==> src/rtl/sha1_pkg.sv <==
// Shared SHA-1 types, constants and round helpers for the round controller.
package sha1_pkg;

  typedef logic [31:0] word_t;

  localparam word_t H0_INIT = 32'h67452301;
  localparam word_t H1_INIT = 32'hEFCDAB89;
  localparam word_t H2_INIT = 32'h98BADCFE;
  localparam word_t H3_INIT = 32'h10325476;
  localparam word_t H4_INIT = 32'hC3D2E1F0;

  localparam word_t K0 = 32'h5A827999;
  localparam word_t K1 = 32'h6ED9EBA1;
  localparam word_t K2 = 32'h8F1BBCDC;
  localparam word_t K3 = 32'hCA62C1D6;

  typedef enum logic [1:0] {
    ST_IDLE   = 2'd0,
    ST_ROUND  = 2'd1,
    ST_UPDATE = 2'd2,
    ST_DONE   = 2'd3
  } sha1_state_e;

  function automatic word_t rotl(input word_t x, input int unsigned n);
    return (x << n) | (x >> (32 - n));
  endfunction

  function automatic word_t sha1_f(input logic [6:0] t, input word_t b, input word_t c,
                                   input word_t d);
    if (t < 7'd20)      return (b & c) | (~b & d);
    else if (t < 7'd40) return b ^ c ^ d;
    else if (t < 7'd60) return (b & c) | (b & d) | (c & d);
    else                return b ^ c ^ d;
  endfunction

  function automatic word_t sha1_k(input logic [6:0] t);
    if (t < 7'd20)      return K0;
    else if (t < 7'd40) return K1;
    else if (t < 7'd60) return K2;
    else                return K3;
  endfunction

endpackage

==> src/rtl/sha1_round_ctrl_if.sv <==
// Register-interface bus between the SHA-1 register block (master) and the round controller (slave).
// Handshake: enable_hash_i is a one-cycle start accepted only while idle_o=1; digest_valid_o stays
// high until digest_ack_i is seen; reset_hash_i wins over both.
interface sha1_round_ctrl_if;
  logic         enable_hash_i;
  logic         reset_hash_i;
  logic [511:0] block_i;
  logic         digest_ack_i;
  logic         hold_o;
  logic         idle_o;
  logic [159:0] digest_o;
  logic         digest_valid_o;

  modport master (
    output enable_hash_i, reset_hash_i, block_i, digest_ack_i,
    input  hold_o, idle_o, digest_o, digest_valid_o
  );

  modport slave (
    input  enable_hash_i, reset_hash_i, block_i, digest_ack_i,
    output hold_o, idle_o, digest_o, digest_valid_o
  );
endinterface

==> src/rtl/sha1_msg_schedule.sv <==
// 16-word rolling SHA-1 message schedule; w_o is the schedule word for round t_i.
module sha1_msg_schedule
  import sha1_pkg::*;
(
  input  logic         clk_i,
  input  logic         rst_ni,
  input  logic         load_i,
  input  logic [511:0] block_i,
  input  logic         advance_i,
  input  logic [6:0]   t_i,
  output word_t        w_o
);

  word_t      w_q [16];
  logic [3:0] slot;

  assign slot = t_i[3:0];

  // Slot t mod 16 still holds W[t-16] until it is overwritten with W[t].
  always_comb begin
    w_o = w_q[slot];
    if (t_i >= 7'd16) begin
      w_o = rotl(w_q[slot - 4'd3] ^ w_q[slot - 4'd8] ^ w_q[slot - 4'd14] ^ w_q[slot], 1);
    end
  end

  always_ff @(posedge clk_i) begin
    if (!rst_ni) begin
      for (int i = 0; i < 16; i++) w_q[i] <= '0;
    end else if (load_i) begin
      for (int i = 0; i < 16; i++) w_q[i] <= block_i[511 - 32*i -: 32];
    end else if (advance_i && t_i >= 7'd16) begin
      w_q[slot] <= w_o;
    end
  end

endmodule

==> src/rtl/sha1_round_ctrl.sv <==
// SHA-1 compression sequencer: 80 rounds at one per cycle, then folds into H0..H4 and holds the digest.
module sha1_round_ctrl
  import sha1_pkg::*;
#(
  parameter int BlockWidth  = 512,
  parameter int DigestWidth = 160
) (
  input  logic             clk_i,
  input  logic             rst_ni,
  sha1_round_ctrl_if.slave bus,
  output sha1_state_e      state_o
);

  sha1_state_e state_q, state_d;
  logic [6:0]  t_q;
  word_t       a_q, b_q, c_q, d_q, e_q;
  word_t       h_q [5];
  word_t       w_t, temp;
  logic        load, advance;
  logic [BlockWidth-1:0]  block;
  logic [DigestWidth-1:0] digest;

  assign block   = bus.block_i;
  assign load    = (state_q == ST_IDLE) && bus.enable_hash_i && !bus.reset_hash_i;
  assign advance = (state_q == ST_ROUND) && !bus.reset_hash_i;

  sha1_msg_schedule u_sched (
    .clk_i     (clk_i),
    .rst_ni    (rst_ni),
    .load_i    (load),
    .block_i   (block),
    .advance_i (advance),
    .t_i       (t_q),
    .w_o       (w_t)
  );

  always_ff @(posedge clk_i) begin
    if (!rst_ni) state_q <= ST_IDLE;
    else         state_q <= state_d;
  end

  always_comb begin
    state_d = state_q;
    if (bus.reset_hash_i) begin
      state_d = ST_IDLE;
    end else begin
      unique case (state_q)
        ST_IDLE:   if (bus.enable_hash_i) state_d = ST_ROUND;
        ST_ROUND:  if (t_q == 7'd79) state_d = ST_UPDATE;
        ST_UPDATE: state_d = ST_DONE;
        ST_DONE:   if (bus.digest_ack_i) state_d = ST_IDLE;
        default:   state_d = ST_IDLE;
      endcase
    end
  end

  assign temp = rotl(a_q, 5) + sha1_f(t_q, b_q, c_q, d_q) + e_q + sha1_k(t_q) + w_t;

  // H is only written by reset or UPDATE, so an aborted block never leaks partial results.
  always_ff @(posedge clk_i) begin
    if (!rst_ni) begin
      t_q <= '0;
      a_q <= '0; b_q <= '0; c_q <= '0; d_q <= '0; e_q <= '0;
      h_q[0] <= H0_INIT; h_q[1] <= H1_INIT; h_q[2] <= H2_INIT;
      h_q[3] <= H3_INIT; h_q[4] <= H4_INIT;
    end else if (bus.reset_hash_i) begin
      t_q <= '0;
      h_q[0] <= H0_INIT; h_q[1] <= H1_INIT; h_q[2] <= H2_INIT;
      h_q[3] <= H3_INIT; h_q[4] <= H4_INIT;
    end else begin
      unique case (state_q)
        ST_IDLE: begin
          if (bus.enable_hash_i) begin
            t_q <= '0;
            a_q <= h_q[0]; b_q <= h_q[1]; c_q <= h_q[2]; d_q <= h_q[3]; e_q <= h_q[4];
          end
        end
        ST_ROUND: begin
          a_q <= temp;
          b_q <= a_q;
          c_q <= rotl(b_q, 30);
          d_q <= c_q;
          e_q <= d_q;
          if (t_q != 7'd79) t_q <= t_q + 7'd1;
        end
        ST_UPDATE: begin
          h_q[0] <= h_q[0] + a_q;
          h_q[1] <= h_q[1] + b_q;
          h_q[2] <= h_q[2] + c_q;
          h_q[3] <= h_q[3] + d_q;
          h_q[4] <= h_q[4] + e_q;
        end
        default: ;
      endcase
    end
  end

  assign digest             = {h_q[0], h_q[1], h_q[2], h_q[3], h_q[4]};
  assign bus.digest_o       = digest;
  assign bus.idle_o         = (state_q == ST_IDLE);
  assign bus.hold_o         = (state_q == ST_ROUND) || (state_q == ST_UPDATE);
  assign bus.digest_valid_o = (state_q == ST_DONE);
  assign state_o            = state_q;

endmodule

==> src/flat_wrapper.sv <==
// flat-port wrapper written by rule: the top's interface ports become plain ports
module sha1_round_ctrl_flat import sha1_pkg::*;
#(
  parameter int BlockWidth  = 512,
  parameter int DigestWidth = 160
)
  (clk_i, rst_ni, state_o, bus_enable_hash_i, bus_reset_hash_i, bus_block_i, bus_digest_ack_i, bus_hold_o, bus_idle_o, bus_digest_o, bus_digest_valid_o);
  sha1_round_ctrl_if bus_i ();
  input  logic clk_i;
  input  logic rst_ni;
  output sha1_state_e state_o;
  input wire logic [$bits(bus_i.enable_hash_i)-1:0] bus_enable_hash_i;
  input wire logic [$bits(bus_i.reset_hash_i)-1:0] bus_reset_hash_i;
  input wire logic [$bits(bus_i.block_i)-1:0] bus_block_i;
  input wire logic [$bits(bus_i.digest_ack_i)-1:0] bus_digest_ack_i;
  output wire logic [$bits(bus_i.hold_o)-1:0] bus_hold_o;
  output wire logic [$bits(bus_i.idle_o)-1:0] bus_idle_o;
  output wire logic [$bits(bus_i.digest_o)-1:0] bus_digest_o;
  output wire logic [$bits(bus_i.digest_valid_o)-1:0] bus_digest_valid_o;
  assign bus_i.enable_hash_i = bus_enable_hash_i;
  assign bus_i.reset_hash_i = bus_reset_hash_i;
  assign bus_i.block_i = bus_block_i;
  assign bus_i.digest_ack_i = bus_digest_ack_i;
  assign bus_hold_o = bus_i.hold_o;
  assign bus_idle_o = bus_i.idle_o;
  assign bus_digest_o = bus_i.digest_o;
  assign bus_digest_valid_o = bus_i.digest_valid_o;
  sha1_round_ctrl #(.BlockWidth(BlockWidth), .DigestWidth(DigestWidth)) u_core (.clk_i(clk_i), .rst_ni(rst_ni), .bus(bus_i), .state_o(state_o));
endmodule
==> config.mk <==
export PLATFORM = sky130hd
export DESIGN_NAME = sha1_round_ctrl_flat
export DESIGN_NICKNAME = d
export VERILOG_FILES = /design/src/rtl/sha1_pkg.sv /design/src/rtl/sha1_round_ctrl_if.sv /design/src/rtl/sha1_msg_schedule.sv /design/src/rtl/sha1_round_ctrl.sv /design/src/flat_wrapper.sv
export SDC_FILE = /design/constraint.sdc
export NUM_CORES = 2
export LEC_CHECK = 0
export BUFFER_PORTS_ARGS = -buffer_cell sky130_fd_sc_hd__clkbuf_2
export CORE_MARGIN = 2
export CORE_UTILIZATION = 45
export DETAILED_ROUTE_END_ITERATION = 10
export GPL_TIMING_DRIVEN = 0
export PLACE_DENSITY_LB_ADDON = 0.2
export SYNTH_ARGS = -nofsm -noshare
export SYNTH_HDL_FRONTEND = slang
export SYNTH_SLANG_ARGS = --single-unit
==> constraint.sdc <==
create_clock -name clk_i -period 10.23 [get_ports clk_i]
set_input_delay 0.5115 -clock clk_i [delete_from_list [all_inputs] [get_ports clk_i]]
set_output_delay 0.5115 -clock clk_i [all_outputs]
set_load 0.05 [all_outputs]
# Word-level counts from Yosys, hierarchy flattened
# Memory sizes are Yosys's and may differ from the RTL's. A register that Yosys moved wholly into a read port is not among the register bits.
# Index checks and enable logic that the tools add are counted.
# word_totals
register_bits,169
out_inout_bits,165
rom_bits,0
ram_bits,672
n_memories,2
wordCells,162
input_bits,517
latchBits,0
# classes
shifts,0
addsub,13
n_bitwise,44
muxes,70
eq_ne,9
n_lt_le_gt_ge,4
reduce_logical,13
n_div,0
multipliers,0
# memory_table
name,words,width,read_ports,rd_ports_with_merged_regs,wr,line,text
u_core.u_sched.w_q,16,32,4,1,16,sha1_msg_schedule.sv:14,word_t w_q [16];
u_core.h_q,5,32,5,0,5,sha1_round_ctrl.sv:17,word_t h_q [5];
# op_table
op,n
32-bit 2-to-1 mux,38
32-bit one-hot mux with 2 select lines,5
32-bit adder,9
32-bit XOR,5
32-bit AND,4
32-bit bitwise OR,3
32-bit inverter,1
32-bit by 1-bit bitwise OR with 32-bit output,1
32-bit by 30-bit bitwise OR with 32-bit output,1
32-bit by 5-bit bitwise OR with 32-bit output,1
32-bit OR reduction,1
31-bit 2-to-1 mux,1
1-bit bitwise OR,26
1-bit 2-to-1 mux,16
"7-bit by 6-bit less-than comparator with 1-bit output, second input constant",2
7-bit 2-to-1 mux,2
7-bit one-hot mux with 2 select lines,1
4-bit 2-to-1 mux,3
3-bit AND reduction,3
2-bit one-hot mux with 4 select lines,1
"4-bit subtractor, second input constant",2
"7-bit by 1-bit adder with 7-bit output, second input constant",1
"7-bit == test, second input constant",1
"7-bit by 5-bit >= comparator with 1-bit output, second input constant",1
15 further kinds,24

# Longest topological paths before layout
# logic_depth
depth_word,11
depth_mapped,36
mapped_depth_nobuf,28

# Modules after synthesis
# From an unflattened synthesis, not the netlist that was laid out.
# hier_totals
hier_cells,5461
hier_area_um2,60728.2
# modules_own_cells
module,area_each_um2,seq_area_each_um2,cells_per_inst,n_inst
sha1_msg_schedule,34748.3,15374.7,2652,1
sha1_round_ctrl,25979.9,8187.9,2809,1

# Least setup slack after synthesis
# Ideal clock, no wire load.
# synth_path
path_type,reg-to-reg
from,register u_core.t_q[1]
to,register u_core.a_q[31]
t_arrival_ns,8.151
period_less_slack_ns,8.266
path_slack_ns,1.964
required_ns,10.114
n_path_buf,9
setup_time_ns,0.116
stages_incl_launch_ff,37
cell_sequence,dfxtp_1 buf_4 buf_6 buf_6 buf_4 clkbuf_1 inv_1 ha_1 buf_4 buf_2 buf_2 mux4_2 mux4_2 xor2_1 xnor2_1 nor2_1 a21oi_2 buf_2 inv_1 fa_1 inv_1 fa_1 fa_1 inv_1 ha_1 inv_1 fa_1 nor2b_1 o31a_1 o41ai_1 o311ai_1 a31oi_1 o21a_1 o22ai_1 xnor2_1 a21oi_1 a31o_1
# synth_via
elab_chain_cells,9
elab_cells_between_ends,24
cone_classes,add/sub: 7; order compare: 4; mux: 8; bitwise: 4; memory: 1
# synth_lines
item,line,text
from (decl),sha1_round_ctrl.sv:15,logic [6:0] t_q;
from (signal assigned),sha1_round_ctrl.sv:84,if (t_q != 7'd79) t_q <= t_q + 7'd1;
"7-bit by 6-bit less-than comparator with 1-bit output, or another cell as far along","sha1_pkg.sv:32, sha1_pkg.sv:39",
32-bit 2-to-1 mux / memory 16 x 32 bit (equally long branches),-,
32-bit 2-to-1 mux / 32-bit XOR (equally long branches),"sha1_pkg.sv:31, sha1_msg_schedule.sv:23",
32-bit 2-to-1 mux / 32-bit XOR (equally long branches),"sha1_pkg.sv:30, sha1_msg_schedule.sv:23",
32-bit adder / 32-bit XOR (equally long branches),"sha1_round_ctrl.sv:57, sha1_msg_schedule.sv:23",
32-bit adder / 32-bit by 1-bit bitwise OR with 32-bit output (equally long branches),"sha1_round_ctrl.sv:57, sha1_pkg.sv:25",
32-bit adder / 32-bit 2-to-1 mux (equally long branches),"sha1_round_ctrl.sv:57, sha1_msg_schedule.sv:22",
32-bit adder *,sha1_round_ctrl.sv:57,"assign temp = rotl(a_q, 5) + sha1_f(t_q, b_q, c_q, d_q) + e_q + sha1_k(t_q) + w_t;"
32-bit one-hot mux with 2 select lines *,sha1_round_ctrl.sv:71,unique case (state_q)
to (signal assigned),sha1_round_ctrl.sv:75,a_q <= h_q[0]; b_q <= h_q[1]; c_q <= h_q[2]; d_q <= h_q[3]; e_q <= h_q[4];
to (signal assigned),sha1_round_ctrl.sv:79,a_q <= temp;
to (decl),sha1_round_ctrl.sv:16,"word_t a_q, b_q, c_q, d_q, e_q;"
# Mark *: on every way between the ends. The rest lies on a longest branch, timed or not.
# A chain may end at the register's enable or synchronous reset.

# Final worst setup path
# layout_path
from,register u_core.t_q[2]
to,register u_core.a_q[28]
# Same word-level chain as after synthesis.

==> results by group <==
Global route
  • Overflow after GRT: 0
  • Initial antenna violation count: 38
  • Largest net degree at the start of global routing: 57
  • Routing usage on met1: 56.7%
  • Vias in the first global route: 54790
  • Global-route wire length before repair: 470000 um
  • Met2 global-route usage: 69.9%
  • Busiest layer in global routing: met2
  • Grt met3 use: 21.1%
  • Total Routing Usage GR: 47.9%

Worst setup path
  • Crit path kind: reg -> reg
  • Worst path top cell family by delay: buffers and inverters
  • CP max-delay cell: clkbuf_1
  • R2R Setup Slk: -0.01 ns
  • Worst setup SP type: flip-flop
  • Critical path depth: 30
  • Worst Path Buf+Inv: 9
  • Crit-path most repeated cell: inv_1
  • Reg2Reg Depth: 30
  • Slowest stage delay, CP: 0.61 ns
  • Crit Path Max Fanout: 10
  • Crit end category: flip-flop
  • RR Startpoint: u_core.t_q[2]
  • Data arrival, critical path: 10.85 ns
  • WP data required: 10.84 ns
  • Worst reg2reg endpoint: u_core.a_q[28]

Worst hold path
  • Hold_sp: bus_block_i[261]
  • Hold crit path type: in -> reg
  • Hold Path Depth: 3
  • Hold endpoint: u_core.u_sched.w_q[7][5]

Die
  • Num rows: 137
  • Core area: 140000 um^2
  • Die area: 144000 um^2
  • Starting density of the core: 45.4%
  • Die H: 380 um
  • Die W: 380 um
  • IO Pins: 682

CTS
  • Htree depth: 3
  • Setup bufs post-CTS: 0
  • CTS tree: yes
  • Clk sinks: 845
  • Total CTS buffers: 103
  • Reg clk slew, reported paths: 0.06 ns
  • CTS root buf: clkbuf_16
  • Worst-Skew Late Latency: 0.75 ns
  • CTS Buffer Depth: 3

Logic synthesis
  • Mapped Nets: 6377
  • Synth Cell Area: 63500 um^2
  • Main combinational cell family by area after synthesis: multiplexers
  • EDFF count, synth: 672
  • Distinct cells, synth: 82
  • Largest cells by area after synthesis: edfxtp_1 32%, mux4_2 23%, dfxtp_1 5.5%
  • Area leader, netlist: edfxtp_1
  • Asr flop ratio synth: 0%
  • Mean post-synth cell area: 11.5 um^2
  • Synth Area in Compound Gates: 12.5%
  • Post-synthesis register bit count: 845
  • Simple-gate share of the synthesized area: 8.99%
  • Top_reg_cell synth: edfxtp_1
  • XOR/XNOR Fraction of Synth Area: 3.42%
  • Post-synthesis mux area share: 25.2%
  • Post-Syn Instances: 5531
  • Adder-cell share of the synthesized area: 7.96%
  • Share of the synthesized area in the top cell type: 31.8%
  • Sequential share of the synthesized area: 37.2%
  • Yosys Warn Count: 0

STA
  • Final setup viols: 1
  • Worst Skew: 0.0299 ns
  • Rel. slew slack: -6.40%
  • Final hold vios: 0
  • Unrepaired setup endpoints after global routing: true
  • Pin slew with the least headroom to its limit: 1.60 ns
  • Worst Setup Slack, final: -0.0111 ns
  • Fin. max-slew vios: 22
  • Fmax: 97.6 MHz
  • Fin crit share: 100%
  • Min Tclk post-route: 10.24 ns

Final layout
  • Multi-input gate area: 37000 um^2
  • Area Overhead vs Synth: 15.4%
  • Reg area: 23600 um^2
  • Layout Cells excl Fill: 8318
  • Fraction of layout cells with a size suffix above 1: 26.9%
  • Nets@finish: 7182
  • Fillers: 12434

Place
  • Placer Congestion: 1.07
  • Post-Place Cells: 8108
  • Post-DP HPWL: 281000 um
  • I/O Buffers: 680

Status
  • Failing checks: max-capacitance violations, max-slew violations, negative setup slack
  • Status: finished, violations left

Routing
  • Post-route ant nets: 0
  • DRC errors left: 0
  • WL/cell: 42.6 um
  • Initial DRC Count: 8711
  • Vias per cell: 7.01
  • Total number of vias: 58329
  • Final wirelength: 354000 um
  • Drt pass-1 iters: 6

Job
  • Max-Cap Viols: 5

Power and ir drop
  • Power, Total: 11000 uW
  • Power Density: 149 nW/um^2
  • VDD IR max: 0.000140 V
  • Static Leakage: 0.0276 uW
cells in the final DEF (no fill, tap or decap), types with 90 or more instances in the layout:
| cell type | instances |
|---|---|
| nand2_1 | 512 |
| fa_1 | 125 |
| mux4_2 | 639 |
| mux2i_1 | 162 |
| nand3_1 | 243 |
| clkbuf_16 | 104 |
| clkbuf_1 | 263 |
| a21oi_1 | 157 |
| edfxtp_1 | 672 |
| xor2_1 | 126 |
| ha_1 | 204 |
| a211oi_1 | 161 |
| buf_2 | 90 |
| nor2_1 | 339 |
| o21ai_1 | 180 |
| clkbuf_2 | 690 |
| inv_1 | 282 |
| xnor2_1 | 119 |
| dfxtp_1 | 173 |
| o21ai_0 | 462 |
how the worst max path moves through the flow:
stage | from | endpoint | slack (ns)
2_1_floorplan | u_core.t_q[1] | u_core.a_q[31] | 1.96
3_3_place_gp | u_core.t_q[1] | u_core.a_q[31] | -1.73
3_5_place_dp | u_core.t_q[1] | u_core.a_q[31] | -1.64
4_1_cts | u_core.t_q[1] | u_core.a_q[24] | 0.07
5_1_grt | u_core.t_q[1] | u_core.a_q[23] | -0.008
6_report | u_core.t_q[2] | u_core.a_q[28] | -0.01
worst reg2reg max path: cells and delay by family (launching register included):
family | cells | cell delay (ns)
xor+xnor | 2 | 0.48
mux | 2 | 0.91
compound gates | 5 | 1.80
simple gates | 7 | 1.18
flops | 1 | 0.40
fa+ha+maj | 5 | 2.15
buf+inv | 9 | 3.20
routing by layer:
layer  wire length [um]  vias up
li1                   -    22805
met1             120000    29358
met2             151000     5090
met3              53100     1036
met4              29700       40
met5                737        -
sequential cells by signal, indices dropped and copies added, names as in the netlist, named ones only:
register	cells
u_core.a_q	32
u_core.state_o	2
u_core.t_q	7
u_core.b_q	32
u_core.u_sched.w_q	512
u_core.h_q	160
u_core.d_q	32
u_core.c_q	32
u_core.e_q	32
cell type report:
| class | instances | area share (%) |
|---|---|---|
| Antenna cell | 17 | 0.0581 |
| Buffer | 418 | 2.70 |
| Clock buffer | 135 | 3.82 |
| Clock inverter | 59 | 0.744 |
| Inverter | 287 | 1.47 |
| Multi-Input combinational cell | 3979 | 50.5 |
| Sequential cell | 845 | 32.3 |
| Tap cell | 1876 | 3.20 |
| Timing Repair Buffer | 702 | 5.24 |
kinds of logic after synthesis:
group / Yosys count
simple gates: 1311
compound gates: 1290
flops: 845
mux: 801
buf+inv: 707
fa+ha+maj: 329
xor+xnor: 248
cell usage after synthesis, types with 157 or more instances:
| cell | count |
|---|---|
| edfxtp_1 | 672 |
| a211oi_1 | 161 |
| mux2i_1 | 162 |
| o21ai_1 | 180 |
| nor2_1 | 341 |
| dfxtp_1 | 173 |
| o21ai_0 | 462 |
| clkbuf_1 | 256 |
| ha_1 | 204 |
| mux4_2 | 639 |
| a21oi_1 | 157 |
| nand2_1 | 528 |
| inv_1 | 282 |
| nand3_1 | 243 |
where the power goes:
part / total [uW] / switching [uW] / internal (uW) / leakage (uW)
clock network: 3820 / 1710 / 2110 / 0.00164
registers: 4320 / 368 / 3960 / 0.00830
logic: 2810 / 1700 / 1110 / 0.0176
total: 11000 / 3770 / 7180 / 0.0276
what timing repair did:
item | CTS | global route
pin swaps | 0 | 0
resized for setup | 36 | 25
hold buffers | 0 | 0
endpoints found under the setup margin | 24 | 11
metrics by stage:
| step | hold slack, ns | util (%) | instance area (um^2) | TNS (ns) | setup WS, ns |
|---|---|---|---|---|---|
| after floorplan | 0.485 | - | 63500 | 0 | 1.96 |
| after global placement | 0.512 | 49.6 | 69200 | -24.56 | -1.73 |
| after detailed placement | 0.519 | 49.9 | 69700 | -23.19 | -1.64 |
| after CTS | 0.0306 | 52.4 | 73200 | 0 | 0.0730 |
| after global routing | 0.0744 | 52.4 | 73200 | -0.0137 | -0.00805 |
| final | 0.0476 | 52.5 | 73300 | -0.0111 | -0.0111 |
Note: power is estimated with default switching activity, not from simulation.
